--- config.mk ---
export PLATFORM = sky130hd
export DESIGN_NAME = scratchpad_req_ctrl_flat
export DESIGN_NICKNAME = d
export VERILOG_FILES = /design/src/rtl/scratchpad_req_ctrl_pkg.sv /design/src/rtl/scratchpad_req_ctrl_if.sv /design/src/rtl/scratchpad_req_ctrl_sp_addr_check.sv /design/src/rtl/scratchpad_req_ctrl.sv /design/src/flat_wrapper.sv
export SDC_FILE = /design/constraint.sdc
export NUM_CORES = 1
export LEC_CHECK = 0
export BUFFER_PORTS_ARGS = -buffer_cell sky130_fd_sc_hd__buf_2
export CORE_UTILIZATION = 40
export CTS_BUF_LIST = sky130_fd_sc_hd__clkbuf_8 sky130_fd_sc_hd__clkbuf_16
export DETAILED_ROUTE_END_ITERATION = 10
export HOLD_SLACK_MARGIN = 0.03
export PLACE_DENSITY = 0.67
export SLEW_MARGIN = 20
export SYNTH_ARGS = -nofsm -noshare
export SYNTH_HDL_FRONTEND = slang
export SYNTH_HIERARCHICAL = 1
export SYNTH_SLANG_ARGS = --single-unit
--- constraint.sdc ---
create_clock -name clk -period 2.7 [get_ports clk]
set_clock_uncertainty 0.2 [all_clocks]
set_input_delay 0.135 -clock clk [delete_from_list [all_inputs] [get_ports clk]]
set_output_delay 0.135 -clock clk [all_outputs]
set_load 0.01 [all_outputs]
--- src/rtl/scratchpad_req_ctrl_pkg.sv ---
// Shared encodings, FSM state type and size helpers for the scratchpad request front-end.
package scratchpad_pkg;

  // Access size encodings carried on req_len / sp_len
  localparam logic [1:0] LEN_B = 2'b00;
  localparam logic [1:0] LEN_H = 2'b01;
  localparam logic [1:0] LEN_W = 2'b10;
  localparam logic [1:0] LEN_D = 2'b11;

  // Response error codes
  localparam logic [1:0] ERR_OK    = 2'b00;
  localparam logic [1:0] ERR_RANGE = 2'b01;
  localparam logic [1:0] ERR_ALIGN = 2'b10;

  typedef enum logic [1:0] {
    ST_IDLE  = 2'd0,
    ST_ISSUE = 2'd1,
    ST_WAIT  = 2'd2,
    ST_RESP  = 2'd3
  } state_e;

  // Number of bytes touched by an access of the given size
  function automatic logic [3:0] len_bytes(input logic [1:0] len);
    return 4'(4'd1 << len);
  endfunction

  // Keep only the bytes of the access size, zero-extended to 64 bits
  function automatic logic [63:0] mask_rdata(input logic [63:0] d, input logic [1:0] len);
    case (len)
      LEN_B:   return {56'd0, d[7:0]};
      LEN_H:   return {48'd0, d[15:0]};
      LEN_W:   return {32'd0, d[31:0]};
      default: return d;
    endcase
  endfunction

endpackage

--- src/rtl/scratchpad_req_ctrl_if.sv ---
// Core-side request/response channel of the scratchpad request front-end.
interface scratchpad_req_ctrl_if #(
  parameter int unsigned TAG_W = 8
) ();

  logic             req_valid;
  logic             req_ready;
  logic             req_write;
  logic [63:0]      req_addr;
  logic [1:0]       req_len;
  logic [63:0]      req_wdata;
  logic [TAG_W-1:0] req_tag;

  logic             resp_valid;
  logic             resp_ready;
  logic [63:0]      resp_rdata;
  logic [1:0]       resp_err;
  logic [TAG_W-1:0] resp_tag;

  // Requester side (core model)
  modport master (
    output req_valid, req_write, req_addr, req_len, req_wdata, req_tag, resp_ready,
    input  req_ready, resp_valid, resp_rdata, resp_err, resp_tag
  );

  // Controller side
  modport slave (
    input  req_valid, req_write, req_addr, req_len, req_wdata, req_tag, resp_ready,
    output req_ready, resp_valid, resp_rdata, resp_err, resp_tag
  );

endinterface

--- src/rtl/scratchpad_req_ctrl_sp_addr_check.sv ---
// Combinational range and alignment check of a request against the scratchpad window.
module sp_addr_check
  import scratchpad_pkg::*;
#(
  parameter logic [63:0] SCRATCHPAD_BASE = 64'h0000_0000_0300_0000,
  parameter logic [64:0] SP_SIZE         = 65'h8000
) (
  input  logic [63:0] addr,
  input  logic [1:0]  len,
  output logic [1:0]  err
);

  logic [3:0]  bytes;
  logic [64:0] off;
  logic [64:0] end_off;
  logic        out_of_range;
  logic        misaligned;

  // 65-bit offset: bit 64 flags addr below base, and the end check catches 2^64 wrap
  always_comb begin
    bytes        = len_bytes(len);
    off          = {1'b0, addr} - {1'b0, SCRATCHPAD_BASE};
    end_off      = off + 65'(bytes);
    out_of_range = off[64] | (end_off > SP_SIZE);
    misaligned   = (addr[2:0] & (3'(bytes) - 3'd1)) != 3'd0;
    if (out_of_range) begin
      err = ERR_RANGE;
    end else if (misaligned) begin
      err = ERR_ALIGN;
    end else begin
      err = ERR_OK;
    end
  end

endmodule

--- src/rtl/scratchpad_req_ctrl.sv ---
// Single-outstanding request front-end: checks, issues to the scratchpad, returns tagged responses.
module scratchpad_req_ctrl
  import scratchpad_pkg::*;
#(
  parameter int unsigned CHUNK_SIZE      = 4096,
  parameter int unsigned NUM_CHUNKS      = 8,
  parameter logic [63:0] SCRATCHPAD_BASE = 64'h0000_0000_0300_0000,
  parameter int unsigned RD_LATENCY      = 1,
  parameter int unsigned TAG_W           = 8
) (
  input  logic                 clk,
  input  logic                 rst_l,
  scratchpad_req_ctrl_if.slave bus,
  output logic                 sp_en,
  output logic                 sp_write,
  output logic [63:0]          sp_addr,
  output logic [1:0]           sp_len,
  output logic [63:0]          sp_wdata,
  input  logic [63:0]          sp_rdata
);

  localparam logic [64:0] SP_SIZE = 65'(CHUNK_SIZE) * 65'(NUM_CHUNKS);
  localparam int unsigned CNT_W   = 2;

  state_e           state;
  logic [CNT_W-1:0] cnt;
  logic [1:0]       req_err;

  sp_addr_check #(
    .SCRATCHPAD_BASE (SCRATCHPAD_BASE),
    .SP_SIZE         (SP_SIZE)
  ) u_addr_check (
    .addr (bus.req_addr),
    .len  (bus.req_len),
    .err  (req_err)
  );

  // Request/response FSM; all outputs registered, sp_* payload only changes when a legal access issues
  always_ff @(posedge clk or negedge rst_l) begin
    if (!rst_l) begin
      state           <= ST_IDLE;
      cnt             <= '0;
      bus.req_ready   <= 1'b0;
      bus.resp_valid  <= 1'b0;
      bus.resp_rdata  <= '0;
      bus.resp_err    <= ERR_OK;
      bus.resp_tag    <= '0;
      sp_en           <= 1'b0;
      sp_write        <= 1'b0;
      sp_addr         <= '0;
      sp_len          <= LEN_B;
      sp_wdata        <= '0;
    end else begin
      sp_en    <= 1'b0;
      sp_write <= 1'b0;
      case (state)
        ST_IDLE: begin
          bus.req_ready <= 1'b1;
          if (bus.req_valid && bus.req_ready) begin
            bus.req_ready  <= 1'b0;
            bus.resp_tag   <= TAG_W'(bus.req_tag);
            bus.resp_err   <= req_err;
            bus.resp_rdata <= '0;
            if (req_err != ERR_OK) begin
              bus.resp_valid <= 1'b1;
              state          <= ST_RESP;
            end else begin
              sp_en    <= 1'b1;
              sp_write <= bus.req_write;
              sp_addr  <= bus.req_addr;
              sp_len   <= bus.req_len;
              sp_wdata <= bus.req_wdata;
              state    <= ST_ISSUE;
            end
          end
        end
        ST_ISSUE: begin
          if (sp_write) begin
            bus.resp_valid <= 1'b1;
            state          <= ST_RESP;
          end else begin
            cnt   <= CNT_W'(RD_LATENCY - 1);
            state <= ST_WAIT;
          end
        end
        ST_WAIT: begin
          if (cnt == '0) begin
            bus.resp_rdata <= mask_rdata(sp_rdata, sp_len);
            bus.resp_valid <= 1'b1;
            state          <= ST_RESP;
          end else begin
            cnt <= cnt - 1'b1;
          end
        end
        ST_RESP: begin
          if (bus.resp_ready) begin
            bus.resp_valid <= 1'b0;
            bus.req_ready  <= 1'b1;
            state          <= ST_IDLE;
          end
        end
        default: begin
          state <= ST_IDLE;
        end
      endcase
    end
  end

endmodule

--- src/flat_wrapper.sv ---
// flat-port wrapper written by rule: the top's interface ports become plain ports
module scratchpad_req_ctrl_flat import scratchpad_pkg::*;
#(
  parameter int unsigned CHUNK_SIZE      = 4096,
  parameter int unsigned NUM_CHUNKS      = 8,
  parameter logic [63:0] SCRATCHPAD_BASE = 64'h0000_0000_0300_0000,
  parameter int unsigned RD_LATENCY      = 1,
  parameter int unsigned TAG_W           = 8
)
  (clk, rst_l, sp_en, sp_write, sp_addr, sp_len, sp_wdata, sp_rdata, bus_req_valid, bus_req_write, bus_req_addr, bus_req_len, bus_req_wdata, bus_req_tag, bus_resp_ready, bus_req_ready, bus_resp_valid, bus_resp_rdata, bus_resp_err, bus_resp_tag);
  scratchpad_req_ctrl_if #(.TAG_W(TAG_W)) bus_i ();
  input  logic clk;
  input  logic rst_l;
  output logic sp_en;
  output logic sp_write;
  output logic [63:0] sp_addr;
  output logic [1:0] sp_len;
  output logic [63:0] sp_wdata;
  input  logic [63:0] sp_rdata;
  input wire logic [$bits(bus_i.req_valid)-1:0] bus_req_valid;
  input wire logic [$bits(bus_i.req_write)-1:0] bus_req_write;
  input wire logic [$bits(bus_i.req_addr)-1:0] bus_req_addr;
  input wire logic [$bits(bus_i.req_len)-1:0] bus_req_len;
  input wire logic [$bits(bus_i.req_wdata)-1:0] bus_req_wdata;
  input wire logic [$bits(bus_i.req_tag)-1:0] bus_req_tag;
  input wire logic [$bits(bus_i.resp_ready)-1:0] bus_resp_ready;
  output wire logic [$bits(bus_i.req_ready)-1:0] bus_req_ready;
  output wire logic [$bits(bus_i.resp_valid)-1:0] bus_resp_valid;
  output wire logic [$bits(bus_i.resp_rdata)-1:0] bus_resp_rdata;
  output wire logic [$bits(bus_i.resp_err)-1:0] bus_resp_err;
  output wire logic [$bits(bus_i.resp_tag)-1:0] bus_resp_tag;
  assign bus_i.req_valid = bus_req_valid;
  assign bus_i.req_write = bus_req_write;
  assign bus_i.req_addr = bus_req_addr;
  assign bus_i.req_len = bus_req_len;
  assign bus_i.req_wdata = bus_req_wdata;
  assign bus_i.req_tag = bus_req_tag;
  assign bus_i.resp_ready = bus_resp_ready;
  assign bus_req_ready = bus_i.req_ready;
  assign bus_resp_valid = bus_i.resp_valid;
  assign bus_resp_rdata = bus_i.resp_rdata;
  assign bus_resp_err = bus_i.resp_err;
  assign bus_resp_tag = bus_i.resp_tag;
  scratchpad_req_ctrl #(.CHUNK_SIZE(CHUNK_SIZE), .NUM_CHUNKS(NUM_CHUNKS), .SCRATCHPAD_BASE(SCRATCHPAD_BASE), .RD_LATENCY(RD_LATENCY), .TAG_W(TAG_W)) u_core (.clk(clk), .rst_l(rst_l), .bus(bus_i), .sp_en(sp_en), .sp_write(sp_write), .sp_addr(sp_addr), .sp_len(sp_len), .sp_wdata(sp_wdata), .sp_rdata(sp_rdata));
endmodule
# Word level (Yosys, flattened, before mapping)
# Cells that the tools add are included.
totals:
  ff_bits: 212
  in_bits: 207
  out_inout_bits: 208
  elab_cells: 79
classes:
  addsub: 4
  n_lt_le_gt_ge: 1
  n_eq_ne: 12
  shifts: 1
  n_mux: 30
  bitwise: 3
  reduce_logical: 16
ops:
  columns: ["op", "count"]
  rows:
  - ["case mux 64 bit (3 select lines)", 1]
  - ["two-way mux 64 bit", 2]
  - ["case mux 64 bit (2 select lines)", 1]
  - ["adder 65 x 4 -> 65 bit", 1]
  - ["greater-than comparator 65 x 16 -> 1 bit (second input constant)", 1]
  - ["subtractor 64 x 26 -> 65 bit (second input constant)", 1]
  - ["two-way mux 2 bit", 8]
  - ["two-way mux 1 bit", 14]
  - ["AND reduction 3 bit", 4]
  - ["!= test 2 x 1 -> 1 bit (second input constant)", 4]
  - ["case mux 2 bit (4 select lines)", 1]
  - ["nonzero test 2 bit", 4]
  - ["equality test 2 bit (second input constant)", 3]
  - ["logical NOT 2 bit", 3]
  - ["!= test 2 bit (second input constant)", 3]
  - ["AND reduction 5 bit", 1]
  - ["equality test 2 x 1 -> 1 bit (second input constant)", 2]
  - ["case mux 1 bit (4 select lines)", 1]
  - ["case mux 2 bit (2 select lines)", 1]
  - ["AND reduction 2 bit", 2]
  - ["<< shifter 1 x 2 -> 4 bit (first input constant)", 1]
  - ["bitwise AND 3 bit", 1]
  - ["nonzero test 3 bit", 1]
  - ["subtractor 3 x 1 -> 3 bit (second input constant)", 1]
  - ["other kinds (5)", 5]

# Logic depth before layout (Yosys ltp)
logic_depth:
  ltp_word: 10
  depth_mapped: 21
  mapped_depth_nobuf: 19

# Modules after synthesis
# Netlist, hierarchy kept.
modules_own_cells:
  columns: ["module", "n_inst", "cells_per_inst", "area_per_inst_um2", "seq_area_each_um2"]
  rows:
  - ["scratchpad_req_ctrl", 1, 614, 8190.4, 5305.1]
  - ["sp_addr_check", 1, 501, 3337.0, 0.0]

# Least setup slack after synthesis
# Ideal clock, no wire load.
synth_path:
  path_kind: "input -> register"
  startpoint: "input bus_req_len[0]"
  endpoint: "register u_core.sp_addr[0]"
  arrival_ps: 4720
  required_time_ps: 2373
  slack_ps: -2348
  path_stages: 20
  path_cell_list: "or2_2 > inv_1 > ha_1 > inv_1 > fa_1 > nand2b_1 > a211oi_1 > o2111ai_1 > nor3_1 > nand2_1 > or3_1 > or4_1 > a22oi_1 > nand4_1 > or2_1 > buf_4 > nor3_2 > buf_4 > buf_6 > mux2_1"
synth_between:
  elab_cells_between_ends: 12
  cone_classes: "2 x add/sub; 1 x order compare; 1 x shift; 2 x mux; 3 x bitwise; 3 x reduce/logical"
synth_lines:
  columns: ["item", "line_no", "source"]
  rows:
  - ["start, declared", "flat_wrapper.sv:23", "input wire logic [$bits(bus_i.req_len)-1:0] bus_req_len;"]
  - ["<< shifter 1 x 2 -> 4 bit", "scratchpad_req_ctrl_pkg.sv:24", "return 4'(4'd1 << len);"]
  - ["adder 65 x 4 -> 65 bit", "scratchpad_req_ctrl_sp_addr_check.sv:23", "end_off = off + 65'(bytes);"]
  - ["greater-than comparator 65 x 16 -> 1 bit", "scratchpad_req_ctrl_sp_addr_check.sv:24", "out_of_range = off[64] | (end_off > SP_SIZE);"]
  - ["OR 1 bit", "scratchpad_req_ctrl_sp_addr_check.sv:24", null]
  - ["net u_core.u_addr_check.out_of_range", "scratchpad_req_ctrl_sp_addr_check.sv:16", "logic out_of_range;"]
  - ["two-way mux 2 bit", "scratchpad_req_ctrl_sp_addr_check.sv:26", "if (out_of_range) begin"]
  - ["net u_core.req_err[0]", "scratchpad_req_ctrl.sv:27", "logic [1:0] req_err;"]
  - ["nonzero test 2 bit", "scratchpad_req_ctrl.sv:64", "if (req_err != ERR_OK) begin"]
  - ["inverter 1 bit (no source line)", null, null]
  - ["AND reduction 3 bit (no source line)", null, null]
  - ["end signal, assigned", "scratchpad_req_ctrl.sv:70", "sp_addr <= bus.req_addr;"]
  - ["end, declared", "scratchpad_req_ctrl.sv:16", "output logic [63:0] sp_addr,"]
# The timed path passes the listed nets, and every way through them passes these cells.
# A chain may end at the register's enable or synchronous reset.

# Worst setup path in the final report
layout_path:
  startpoint: "input bus_req_len[1]"
  endpoint: "register u_core.sp_wdata[55]"
layout_between:
  elab_cells_between_ends: 12
  cone_classes: "2 x add/sub; 1 x order compare; 1 x shift; 2 x mux; 3 x bitwise; 3 x reduce/logical"
layout_lines:
  columns: ["item", "line_no", "source"]
  rows:
  - ["<< shifter 1 x 2 -> 4 bit", "scratchpad_req_ctrl_pkg.sv:24", null]
  - ["adder 65 x 4 -> 65 bit", "scratchpad_req_ctrl_sp_addr_check.sv:23", null]
  - ["greater-than comparator 65 x 16 -> 1 bit", "scratchpad_req_ctrl_sp_addr_check.sv:24", null]
  - ["OR 1 bit", "scratchpad_req_ctrl_sp_addr_check.sv:24", null]
  - ["two-way mux 2 bit", "scratchpad_req_ctrl_sp_addr_check.sv:26", null]
  - ["net u_core.req_err[0]", "scratchpad_req_ctrl.sv:27", null]
  - ["nonzero test 2 bit", "scratchpad_req_ctrl.sv:64", null]
  - ["inverter 1 bit (no source line)", null, null]
  - ["AND reduction 3 bit (no source line)", null, null]
  - ["end signal, assigned", "scratchpad_req_ctrl.sv:72", "sp_wdata <= bus.req_wdata;"]
  - ["end, declared", "scratchpad_req_ctrl.sv:18", "output logic [63:0] sp_wdata,"]
# The timed path passes the listed nets, and every way through them passes these cells.

==> results.sh <==
export IMPL_hold_viol=0
export IMPL_setup_ws_ns=-1.60
export IMPL_clk_latency_ns=0.53
export IMPL_violations="setup timing"
export IMPL_endpoint_kind="flop"
export IMPL_synth_commonest_cells="dfrtp_1 (212), nand2_1 (153), mux2_1 (80)"
export IMPL_post_dp_hpwl_mm=28.7
export IMPL_cp_max_fo=13
export IMPL_slew_headroom_pct=43.2
export IMPL_outcome="finished with violations"
export IMPL_grt_max_degree=121
export IMPL_clock_path_buffers=3
export IMPL_place_gp_congestion=0.927
export IMPL_ant_nets=0
export IMPL_rsz0062_at_grt="yes"
export IMPL_coreArea_mm2=0.0281
export IMPL_peakVddDrop_mv=0.502
export IMPL_cts_sinks=212
export IMPL_numCtsBuffers=24
export IMPL_tightestPinTransition_ns=0.851
export IMPL_muxShareOfSynthArea_pct=14.2
export IMPL_ys_ff_latch=212
export IMPL_yosysMostFrequentCell="dfrtp_1"
export IMPL_rows=61
export IMPL_worst_setup_path_start_kind="input port"
export IMPL_synth_compound_area_share_pct=11.8
export IMPL_dieWidth_um=172
export IMPL_first_global_vias=12600
export IMPL_synth_cells=1115
export IMPL_h_tree_depth=1
export IMPL_fmax_mhz=232
export IMPL_cap_violations=0
export IMPL_critPathMaxStageDelay_ns=0.50
export IMPL_start_util_pct=41.0
export IMPL_drt_iter0_drc=819
export IMPL_synth_top_family_by_area="simple AND/OR/NAND/NOR gates"
export IMPL_path_buf_inv=5
export IMPL_io_pins=415
export IMPL_gr_total_overflow=0
export IMPL_yosys_area_top_type_share_pct=46.0
export IMPL_die_area_mm2=0.0295
export IMPL_synth_edf_count=0
export IMPL_p_total_mw=8.88
export IMPL_synthTopCellsByArea="dfrtp_1 (46%), mux2_1 (7.8%), mux2_2 (6.1%)"
export IMPL_hold_slack_ns=0.160
export IMPL_synthAdderAreaFrac_pct=1.48
export IMPL_timing_final_crit_period_ns=4.30
export IMPL_synth_main_ff_cell="dfrtp_1"
export IMPL_via_count=12500
export IMPL_ys_types=92
export IMPL_drc=0
export IMPL_crit_slowest_cell="or4_1"
export IMPL_track_usage_pct=28.3
export IMPL_die_y_um=172
export IMPL_syn_to_final_growth_pct=67.4
export IMPL_cellPowerDensity_mw_per_mm2=460
export IMPL_grt_pass1_wl_mm=65.9
export IMPL_vias_per_cell=5.32
export IMPL_cts_tree="done"
export IMPL_leakagePower_nw=9.62
export IMPL_worst_path_dominant_cell_family="simple AND/OR/NAND/NOR gates"
export IMPL_yosys_area_share_simple_pct=18.9
export IMPL_cts_root_buf="clkbuf_16"
export IMPL_antenna_found_initial=0
export IMPL_syn_area_per_cell_um2=10.3
export IMPL_setup_viol=136
export IMPL_routedWlPerCell_um=19.2
export IMPL_critPathKind="in -> reg"
export IMPL_min_period_over_period_pct=159
export IMPL_crit_chain="buf_8 -> or2_4 -> inv_4 -> ha_4 -> inv_2 -> fa_2 -> nand2b_4 -> a211oi_4 -> o2111ai_4 -> nor3_4 -> nand2_2 -> or3_1 -> or4_1 -> a22oi_2 -> nand4_1 -> or2_4 -> nor3_4 -> buf_12 -> clkbuf_16 -> mux2_1"
export IMPL_synth_xor_area_share_pct=4.08
export IMPL_syn_nets=1335
export IMPL_slew_violations=0
export IMPL_yosys_area_top_type="dfrtp_1"
export IMPL_first_pass_iters=7
export IMPL_async_reset_ff_share_pct=100
export IMPL_syn_area_mm2=0.0115
export IMPL_yosys_warnings=6
export IMPL_port_buffers=414
export IMPL_hp_class="in -> reg"
export IMPL_wirelength_mm=45.1
export IMPL_fin_nets=2175
export IMPL_ys_seq_area_share_pct=46.0
export IMPL_clk_pin_slew_ns=0.06
export IMPL_required_ns=2.91
export IMPL_layout_drive_gt1_share_pct=45.3
export IMPL_arrival_ns=4.51
-- power by group --
group	switching, mW	internal [mW]
clock	1.36	1.86
combinational	1.27	0.951
sequential	0.107	3.32
total	2.74	6.13
-- path summary, 6_finish.rpt --
| path | start | endpoint | slack (ns) | cells past startpoint |
|---|---|---|---|---|
| max reg2reg | u_core/state[0]$_DFFE_PN0P_ | u_core/sp_wdata[55]$_DFFE_PN0P_ | 0.18 | 7 |
| max | bus_req_len[1] | u_core/sp_wdata[55]$_DFFE_PN0P_ | -1.60 | 20 |
| max in group asynchronous | rst_l | u_core/bus.resp_rdata[44]$_DFFE_PN0P_ | 1.03 | 4 |
| min reg2reg | u_core/bus.resp_rdata[18]$_DFFE_PN0P_ | u_core/bus.resp_rdata[18]$_DFFE_PN0P_ | 0.28 | 2 |
| min in group asynchronous | rst_l | u_core/sp_addr[24]$_DFFE_PN0P_ | 0.51 | 3 |
| min | sp_rdata[2] | u_core/bus.resp_rdata[2]$_DFFE_PN0P_ | 0.16 | 3 |
-- cell usage in the layout, fill, tap and decap left out, drive strengths merged, types with 7 or more instances in the layout --
| cell | n |
|---|---|
| nand4 | 27 |
| o31ai | 7 |
| mux2 | 142 |
| a31oi | 7 |
| nand2 | 154 |
| o211ai | 10 |
| xnor2 | 26 |
| dfrtp | 212 |
| a21oi | 20 |
| or3 | 18 |
| nor4 | 21 |
| nor2 | 48 |
| a22o | 9 |
| inv | 22 |
| and2 | 14 |
| o21ai | 76 |
| buf | 661 |
| or2 | 8 |
| clkbuf | 38 |
| ha | 12 |
| and3 | 14 |
| nand3 | 39 |
| dlygate4sd3 | 207 |
| xor2 | 26 |
| or4 | 12 |
| o2111ai | 7 |
| nor3 | 35 |
-- worst register-to-register path, stage by stage, from the launching register on --
cell,delay [ns]
dfrtp_1,0.43
inv_1,0.10
ha_1,0.32
nand3_1,0.25
nor3_4,0.31
buf_12,0.21
clkbuf_16,0.22
mux2_1,0.35
-- kinds of logic after synthesis --
| group | count (synthesis) |
|---|---|
| fa+ha+maj | 13 |
| compound gates | 199 |
| mux | 146 |
| flops | 212 |
| simple gates | 416 |
| buf+inv | 77 |
| xor+xnor | 52 |
-- final cells by class --
| type | count | area, um2 |
|---|---|---|
| fill | 2021 | 8790 |
| multi-input combinational | 826 | 6340 |
| timing repair buffer | 873 | 6330 |
| sequential | 212 | 5310 |
| clock buffer | 33 | 724 |
| tap | 378 | 473 |
| inverter | 18 | 70.1 |
| clock inverter | 9 | 51.3 |
| antenna | 1 | 2.50 |
-- registers in the layout, summed over array words and instances (netlist names) --
register and cells:
u_core/bus.resp_tag 8, u_core/bus.resp_valid 1, u_core/bus.req_ready 1, u_core/sp_addr 64
u_core/sp_en 1, u_core/sp_write 1, u_core/sp_len 2, u_core/bus.resp_rdata 64
u_core/state 2, u_core/sp_wdata 64, u_core/cnt 2, u_core/bus.resp_err 2
-- layer usage --
metal  wire length (um)  track usage, %
met1              18200            35.0
met2              22400            48.4
met3               2860            5.27
met4               1660            11.8
met5                  0               0
-- through the flow --
stage	instance area, um2	setup TNS, ns	setup WS, ns	util [%]	instances
global route	19300	-225.03	-1.74	68.7	2349
detailed placement	15700	-294.82	-2.24	55.9	2084
floorplan	11600	-248.94	-1.87	-	1115
finish	19300	-207.11	-1.60	68.7	2350
global placement	15700	-285.31	-2.17	55.9	2084
CTS	18900	-204.76	-1.55	67.1	2340
-- timing repair --
action                                 4_1_cts  5_1_grt
endpoints found under the hold margin      419        1
buffers inserted                             6        7
gates cloned                                 2        3
pin swaps                                    4        3
setup endpoints to repair                  136      136
resized for setup                           56       77
hold buffers                               206        1
(Power assumes the default switching activity.)
